$ cat config.mk
export PLATFORM = sky130hd
export DESIGN_NAME = direction_input_ctrl
export DESIGN_NICKNAME = d
export VERILOG_FILES = /design/src/rtl/direction_input_ctrl.sv
export SDC_FILE = /design/constraint.sdc
export NUM_CORES = 1
export LEC_CHECK = 0
export BUFFER_PORTS_ARGS = -buffer_cell sky130_fd_sc_hd__buf_2
export CAP_MARGIN = 5
export CORE_MARGIN = 2
export CORE_UTILIZATION = 55
export DETAILED_ROUTE_END_ITERATION = 10
export GPL_TIMING_DRIVEN = 1
export HOLD_SLACK_MARGIN = 0.12
export PLACE_DENSITY = 0.72
export SYNTH_ARGS = -nofsm -noshare
export SYNTH_HDL_FRONTEND = slang
export SYNTH_SLANG_ARGS = --single-unit
$ cat constraint.sdc
create_clock -name clk -period 3.9 [get_ports clk]
set_clock_uncertainty 0.1 [all_clocks]
set_input_delay 0.39 -clock clk [delete_from_list [all_inputs] [get_ports clk]]
set_output_delay 0.39 -clock clk [all_outputs]
set_load 0.02 [all_outputs]
$ cat src/rtl/direction_input_ctrl.sv
// Player push-button front end: per-button synchroniser, debouncer and rising-edge strobe,
// then fixed-priority resolution into a held 2-bit direction code for the display.
module direction_input_ctrl #(
    parameter int         DEBOUNCE_CYCLES = 20000,
    parameter logic [1:0] RESET_DIR       = 2'd3
) (
    input  logic       clk,
    input  logic       rst,
    input  logic       btn_up,
    input  logic       btn_down,
    input  logic       btn_left,
    input  logic       btn_right,
    output logic [1:0] dir,
    output logic       dir_change,
    output logic [3:0] btn_stable
);

    localparam int            CW       = $clog2(DEBOUNCE_CYCLES) + 1;
    localparam logic [CW-1:0] CNT_LAST = CW'(DEBOUNCE_CYCLES - 1);

    localparam logic [1:0] CODE_UP    = 2'd0;
    localparam logic [1:0] CODE_DOWN  = 2'd1;
    localparam logic [1:0] CODE_LEFT  = 2'd2;
    localparam logic [1:0] CODE_RIGHT = 2'd3;

    logic [3:0]    btn_raw;
    logic [3:0]    sync1_q, sync2_q;
    logic [3:0]    stable_q, stable_d;
    logic [3:0]    stable_prev_q;
    logic [CW-1:0] cnt_q [4];
    logic [CW-1:0] cnt_d [4];
    logic [3:0]    press;
    logic          win_vld;
    logic [1:0]    win_code;
    logic [1:0]    dir_q, dir_d;
    logic          dir_change_q, dir_change_d;

    assign btn_raw = {btn_right, btn_left, btn_down, btn_up};

    // Debounce: any cycle of agreement with the stable level restarts the count.
    always_comb begin
        stable_d = stable_q;
        for (int i = 0; i < 4; i++) begin
            cnt_d[i] = '0;
            if (sync2_q[i] != stable_q[i]) begin
                if (cnt_q[i] == CNT_LAST) begin
                    stable_d[i] = sync2_q[i];
                end else begin
                    cnt_d[i] = cnt_q[i] + CW'(1);
                end
            end
        end
    end

    assign press = stable_q & ~stable_prev_q;

    // Fixed priority up > down > left > right; losing strobes are simply dropped.
    always_comb begin
        win_vld  = 1'b1;
        win_code = CODE_UP;
        if (press[0]) begin
            win_code = CODE_UP;
        end else if (press[1]) begin
            win_code = CODE_DOWN;
        end else if (press[2]) begin
            win_code = CODE_LEFT;
        end else if (press[3]) begin
            win_code = CODE_RIGHT;
        end else begin
            win_vld = 1'b0;
        end
    end

    // A change right after a change is ignored so dir_change can never stay high twice in a row.
    always_comb begin
        dir_d        = dir_q;
        dir_change_d = 1'b0;
        if (win_vld && (win_code != dir_q) && !dir_change_q) begin
            dir_d        = win_code;
            dir_change_d = 1'b1;
        end
    end

    always_ff @(posedge clk) begin
        if (rst) begin
            sync1_q       <= '0;
            sync2_q       <= '0;
            stable_q      <= '0;
            stable_prev_q <= '0;
            for (int i = 0; i < 4; i++) begin
                cnt_q[i] <= '0;
            end
            dir_q        <= RESET_DIR;
            dir_change_q <= 1'b0;
        end else begin
            sync1_q       <= btn_raw;
            sync2_q       <= sync1_q;
            stable_q      <= stable_d;
            stable_prev_q <= stable_q;
            for (int i = 0; i < 4; i++) begin
                cnt_q[i] <= cnt_d[i];
            end
            dir_q        <= dir_d;
            dir_change_q <= dir_change_d;
        end
    end

    assign dir        = dir_q;
    assign dir_change = dir_change_q;
    assign btn_stable = stable_q;

endmodule
## Word level (Yosys, flattened, before mapping)

Memory sizes are Yosys's and may differ from the RTL's.
Index checks and enable logic that the tools add are counted.

- Flip-flop bits (word level): 19
- Bits in latches: 0
- RAM bits: 64
- Memory bits (read-only): 0
- Bits of input ports: 6
- Output and inout bits: 7
- Logic and storage cells: 60
- Memories: 1

- Add/sub/neg operators: 4
- Multipliers: 0
- Div/mod/pow operators: 0
- $lt $le $gt $ge: 0
- Equal/unequal tests: 9
- Shifts and indexed selects: 0
- Multiplexer cells: 24
- Bitwise gates (word level): 6
- Reduce and logical (&&, ||, !) cells: 7

Memory list:

| memory | words | bits a word | read ports | clocked after Yosys merged registers in | write ports | RTL line | source |
|---|---|---|---|---|---|---|---|
| cnt_q | 4 | 16 | 4 | 0 | 4 | 30 | `logic [CW-1:0] cnt_q [4];` |

Operator list:

| operator | number |
|---|---|
| 16-bit two-way mux | 12 |
| 16-bit by 1-bit adder with 16-bit output (second input constant) | 4 |
| 16-bit by 15-bit equality test with 1-bit output (second input constant) | 4 |
| 1-bit two-way mux | 8 |
| 2-bit two-way mux | 4 |
| 2-bit AND reduction | 4 |
| 4-bit bitwise AND | 1 |
| 1-bit != test | 4 |
| 4-bit NOT | 1 |
| 1-bit OR | 4 |
| 1-bit logical AND | 2 |
| 2-bit != test | 1 |
| 1-bit logical NOT | 1 |

## Longest topological paths before layout

Gate-level depths: netlist of run 1.

- Depth after elaboration: 10
- Gate-level depth with buffers: 7

## Least setup slack after synthesis of run 1

Ideal clock, no wire load.

- Path type: register to register
- From: mem cnt_q[1][5] in the netlist's numbering
- To: mem cnt_q[1][10] in the netlist's numbering
- Setup time: 0.115 ns
- Arrival time: 1.657 ns
- Required time: 3.685 ns
- Path slack: 2.028 ns
- Cell stages (with the launch flop): 6
- Buffers on the path: 1
- Period minus slack after synthesis: 1.872 ns
- Cells stage by stage: dfxtp_1 or4b_1 or4_4 nand2_4 buf_8 nor2_1

RTL lines:

| element | RTL line |
|---|---|
| start, declared | 30 |

==> key figures, run 1 <==
Floorplanning
  – Row cnt: 28
  – Die H: 83.5 um
  – Die Width: ~83 um
  – Top Ports: 13
  – Effective utilization at floorplan: 0.576
  – Core box area: 0.00603 mm^2
  – Die footprint: between 0.006 and 0.007 mm^2

Yosys
  – Cells after Synth: 383
  – Most frequent cell after synthesis: dfxtp_1
  – Sequential share of the synthesized area: 0.478
  – List of most frequent post-synthesis cells: dfxtp_1, nor2_1, xnor2_1
  – Cell taking the most area after synthesis: dfxtp_1
  – Synth Net Count: a little under 400
  – Top post-synthesis cells by area: dfxtp_1, xnor2_1, nor2_1
  – FF+latch count, synth: 83
  – Post-synthesis area per instance: 9.07 um^2
  – Synth top area share: 0.478
  – Netlist cell types: 38
  – Synth Flop Type: dfxtp_1
  – Synth Cell Area: 0.00347 mm^2
  – Ys async rst share: 0
  – Yosys warns: 0
  – Number of flops mapped to enable cells by yosys: 0

Placement
  – Detailed-placement wirelength estimate: 4150 um
  – Input/output buffers: 12
  – Routability cong.: 0.832

Layout
  – N_diodes: 0
  – Area Overhead vs Synth: 9.87%
  – Register area: 0.00166 mm^2
  – Fillers: 518
  – Share of layout cells above drive strength 1: 0.0819
  – Nets: 409
  – Multi-input gate area: 0.00172 mm^2

Drt
  – Antenna Nets Post-Route: 0
  – Total Wirelength: 5990 um
  – Vias: 2588
  – Total iterations of the first detailed-routing run: 5
  – Drc violations: 0
  – First DRT Iteration DRCs: 109
  – Via density: 5.41
  – WL/cell: 12.5 um

STA
  – Fmax: 464 MHz
  – Crit share post-route: 0.553
  – RSZ-0062 raised after global routing: false
  – Slew HR: 0.649
  – Worst slew pin tran: about 0.53 ns
  – Endpoints failing setup: 0
  – Worst Hold Slack: 0.148 ns
  – Final setup TNS: 0 ns
  – Final min period: 2.15 ns
  – Final max-slew violation count: 0
  – Endpoints failing hold: 0

CTS
  – Clock Sinks: 83
  – CTS tree: yes
  – Post_cts resized: 0
  – Maximum root-to-sink buffer count: 2
  – # hold bufs at CTS: 0
  – Clk Latency, worst-skew pair: about 0.35 ns
  – Clock-pin transition on the worst setup and hold timing paths: 0.08 ns
  – CTS H-Tree Depth: 3
  – CTS Buf Count: 9
  – Post-CTS Setup Bufs: 0
  – Clock root buffer: clkbuf_8

Critical path
  – Worst setup EP type: flip-flop
  – Crit path launch type: flip-flop
  – Required time of the critical path: roughly 4 ns
  – CP Max Fanout: 15
  – CP cell instances: or4b_1 > nor4_2 > or2_1 > nor2_1
  – Crit Path Class: reg2reg
  – Slowest cell on crit path: or4b_1
  – CP peak stage delay: 0.54 ns
  – Worst Path Arrival: 2.27 ns

Global routing
  – GRT Residual Overflow: 0
  – GRT Resource Usage Total: 0.185
  – Vias in the first global route: 2535
  – Pin count of the biggest net entering global routing: 21
  – First-pass GRT wire length: 10700 um
  – Initial antenna violation count: 0

Power
  – Pwr Density: 419 mW/mm^2
  – Leak pwr: 1.17 nW
  – Worst IR Drop VDD: 0.342 mV

Job
  – Max-cap violations: 0

Worst hold path
  – Hold/Removal Path Class: in2reg

Status
  – Status: complete, no violations
## flip-flops by register name, indices dropped and copies added, names as in the netlist
name / count
stable_prev_q: 4
btn_stable: 4
dir: 2
sync2_q: 4
cnt_q: 64
sync1_q: 4
dir_change: 1
## worst max-delay path, delay by kind of cell, from the launching register on
| kind | cells | cell delay [ns] |
|---|---|---|
| flip-flops | 1 | 0.37 |
| AND/OR/NAND/NOR | 4 | 1.55 |
## layer usage
metal | GRT usage | up-vias | routed length, um
met1 | 0.231 | 1195 | 2970
met5 | 0 | - | 0
met3 | 0.0415 | 9 | 169
met4 | 0.0836 | 0 | 113
li1 | - | 1350 | -
met2 | 0.306 | 34 | 2730
## power by group
part           internal, W  switching, W
sequential        0.000852    0.00000269
clock             0.000424      0.000302
combinational   0.00000606     0.0000117
## path summary, 6_finish.rpt
check	slack [ns]	cells past startpoint	end	start
setup / recovery	1.75	4	cnt_q[3][14]	cnt_q[3][5]
hold / removal	0.15	2	sync1_q[1]	btn_down
setup reg to reg	1.75	4	cnt_q[3][14]	cnt_q[3][5]
hold reg to reg	0.34	1	sync2_q[2]	sync1_q[2]
## placed cells by master (no fill, tap or decap), types with 3 or more instances in the layout
master / Yosys / routed
dfxtp_1: 83 / 83
nor2_1: 67 / 67
xnor2_1: 43 / 43
nand2_1: 27 / 27
nand4_1: 20 / 20
nand3_1: 16 / 16
nor4_1: 16 / 16
xor2_1: 16 / 16
nor3_1: 15 / 15
nor2b_1: 14 / 14
inv_1: 12 / 12
buf_2: 0 / 12
clkbuf_8: 0 / 9
o21ai_0: 5 / 5
and4_1: 4 / 4
nand2b_1: 4 / 4
ha_1: 4 / 4
or4_4: 3 / 3
or3_1: 3 / 3
a21oi_1: 3 / 3
bufinv_16: 0 / 3
## stage by stage
step,cell area (um^2),total power [W],std cells,utilization,setup slack [ns]
5_1_grt,3820,0.00166,478,0.633,1.61
3_3_place_gp,3580,0.000892,463,0.594,1.91
2_1_floorplan,3470,0.000888,383,-,2.03
6_report,3820,0.00160,478,0.633,1.75
3_5_place_dp,3580,0.000892,463,0.594,1.80
4_1_cts,3820,0.00162,478,0.633,1.76
## layout make-up
type	count	area share
clock inverter	6	0.0298
inverter	12	0.0118
multi-input combinational	281	0.450
sequential	83	0.435
clock buffer	9	0.0325
timing repair buffer	12	0.0157
tap	75	0.0246
## cells by family (layout without fill, tap and decap cells)
family,after synthesis,in the layout,synth area share
simple gates,203,203,0.303
flops,83,83,0.478
xor+xnor,59,59,0.149
buf+inv,19,39,0.0270
compound gates,14,14,0.0252
fa+ha+maj,4,4,0.0144
mux,1,1,0.00288
(Power assumes the default switching activity.)
==> run 2, diff against run 1 <==
Clock period 3.9 ns to 2.2 ns, I/O delays scaled along.
==> run 2 against run 1 <==
Against the previous run: die area stayed put; register-to-register slack worse by 1.5 ns; routed wire length is 1.7% lower; hold slack better by 0.20 ns; clock-buffer cell count stayed put; total power is 85% higher; non-clock buffer count is 11 higher; first-iteration DRC count is 29% lower; setup slack worse by 1.5 ns; largest power group unchanged.
==> key figures, run 2 (synthesis gave the netlist of run 1 again) <==
Power
  – Net Switching: about 0.00056 W
  – Leak pwr: 1.24 nW
  – Cell-internal power: between 0.002 and 0.0025 W
  – Worst IR Drop VDD: between 0.6 and 0.7 mV
  – Sequential Power Share: 0.512
  – Clock group share of total power: 0.474
  – Pwr Density: roughly 750 mW/mm^2
  – Combinational Power Share: 0.014
  – Switch share: 0.189

STA
  – Final max-slew violation count: 0
  – Endpoints failing setup: 0
  – Crit share post-route: 0.874
  – Final min period: 1.92 ns
  – Worst slew pin tran: between 0.4 and 0.5 ns
  – Final setup TNS: 0 ns
  – Endpoints failing hold: 0
  – RSZ-0062 raised after global routing: false
  – Slew HR: 0.695
  – Fmax: ~520 MHz

Layout
  – Nets: 420
  – Commonest non-fill, non-tap cell in the layout: dfxtp_1
  – Largest register FFs: 64
  – Most frequent cells in the layout: dfxtp_1, nor2_1, xnor2_1
  – Cell Count, Final, Fillers Out: just under 500
  – Share of layout cells above drive strength 1: 0.0916
  – Area Overhead vs Synth: 13.5%
  – Top reg by flops: cnt_q
  – N_diodes: 0

CTS
  – Post-CTS Setup Bufs: 0
  – Clk Latency, worst-skew pair: 0.35 ns
  – CTS H-Tree Depth: 3
  – Post_cts resized: 0
  – CTS Buf Count: 9
  – Clock root buffer: clkbuf_8
  – Maximum root-to-sink buffer count: 2
  – Clock-pin transition on the worst setup and hold timing paths: 0.08 ns
  – Clock Sinks: 83
  – # hold bufs at CTS: 7
  – CTS tree: yes

Global routing
  – Pin count of the biggest net entering global routing: 16
  – First-pass GRT wire length: ~10000 um
  – Vias in the first global route: 2452
  – Initial antenna violation count: 0
  – GRT Resource Usage Total: 0.179
  – GRT Residual Overflow: 0

Placement
  – DP Cell Count: between 400 and 500
  – Input/output buffers: 12
  – Routability cong.: 0.793
  – Detailed-placement wirelength estimate: ~4100 um

Status
  – Status: complete, no violations

Drt
  – Antenna Nets Post-Route: 0
  – First DRT Iteration DRCs: 77
  – Via density: 5.32
  – Total iterations of the first detailed-routing run: 4
  – Vias: 2609
  – WL/cell: 12.0 um
  – Total Wirelength: 5890 um
  – Drc violations: 0

Critical path
  – Slowest cell on crit path: or4b_1
  – Critical path's top delay family: simple AND/OR/NAND/NOR gates
  – Crit path launch type: flip-flop
  – Worst setup EP type: flip-flop
  – CP Max Fanout: 8
  – CP cell instances: or4b_1 > nor4_2 > or2_1 > buf_4 > nor2_1
  – Required time of the critical path: 2.34 ns
  – Crit Path Class: reg2reg
  – CP bufs+invs: 1
  – CP peak stage delay: 0.55 ns
  – Worst Path Arrival: 2.07 ns

Floorplanning
  – Die H: 83.5 um
  – Core box area: 0.00603 mm^2
  – Row cnt: 28
  – Top Ports: 13
  – Die footprint: roughly 0.0070 mm^2
  – Effective utilization at floorplan: 0.576
  – Die Width: 83.5 um

Worst hold path
  – Hold/Removal Path Class: reg2reg

Job
  – Max-cap violations: 0
run 2: routing by layer:
metal / part of all wire / vias to the layer above / track usage
li1: - / 1376 / -
met1: 0.52 / 1197 / 0.235
met2: 0.43 / 26 / 0.280
met3: 0.031 / 10 / 0.0445
met4: 0.020 / 0 / 0.0806
met5: 0 / - / 0
run 2: final cells by class:
cell class              count  area [um^2]
fillers                   524         2080
multi-input cells         281         1720
flip-flops and latches     83         1660
repair buffers             23          160
clock inverters             7          139
clock buffers               9          124
well taps                  75         93.8
inverters                  12         45.0
run 2: worst reg2reg max path, delay by kind of cell (launching register included):
kind	cells	cell delay [ns]
flip-flops	1	0.37
AND/OR/NAND/NOR	4	1.20
buffers and inverters	1	0.16
run 2: stage by stage:
stage	power, W	instance area [um^2]	util	setup WS [ns]	hold slack (ns)
3_5_place_dp	0.00158	3610	0.599	0.289	0.330
2_1_floorplan	0.00157	3470	-	0.328	0.248
5_1_grt	0.00307	3940	0.654	0.170	0.356
4_1_cts	0.00300	3940	0.654	0.275	0.348
3_3_place_gp	0.00158	3610	0.599	0.318	0.317
6_report	0.00296	3940	0.654	0.277	0.346
run 2: power groups by stage:
stage	logic [W]	registers, W	clock network [W]
2_1_floorplan	0.0000254	0.00155	0
3_3_place_gp	0.0000336	0.00155	0
3_5_place_dp	0.0000341	0.00155	0
4_1_cts	0.0000437	0.00151	0.00144
5_1_grt	0.0000486	0.00152	0.00150
6_report	0.0000429	0.00151	0.00140
run 2: final timing paths:
path,from,endpoint,slack [ns],depth (start not counted)
hold reg to reg,sync1_q[0],sync2_q[0],0.35,1
hold / removal,sync1_q[0],sync2_q[0],0.35,1
setup / recovery,cnt_q[3][5],cnt_q[3][5],0.28,5
setup reg to reg,cnt_q[3][5],cnt_q[3][5],0.28,5
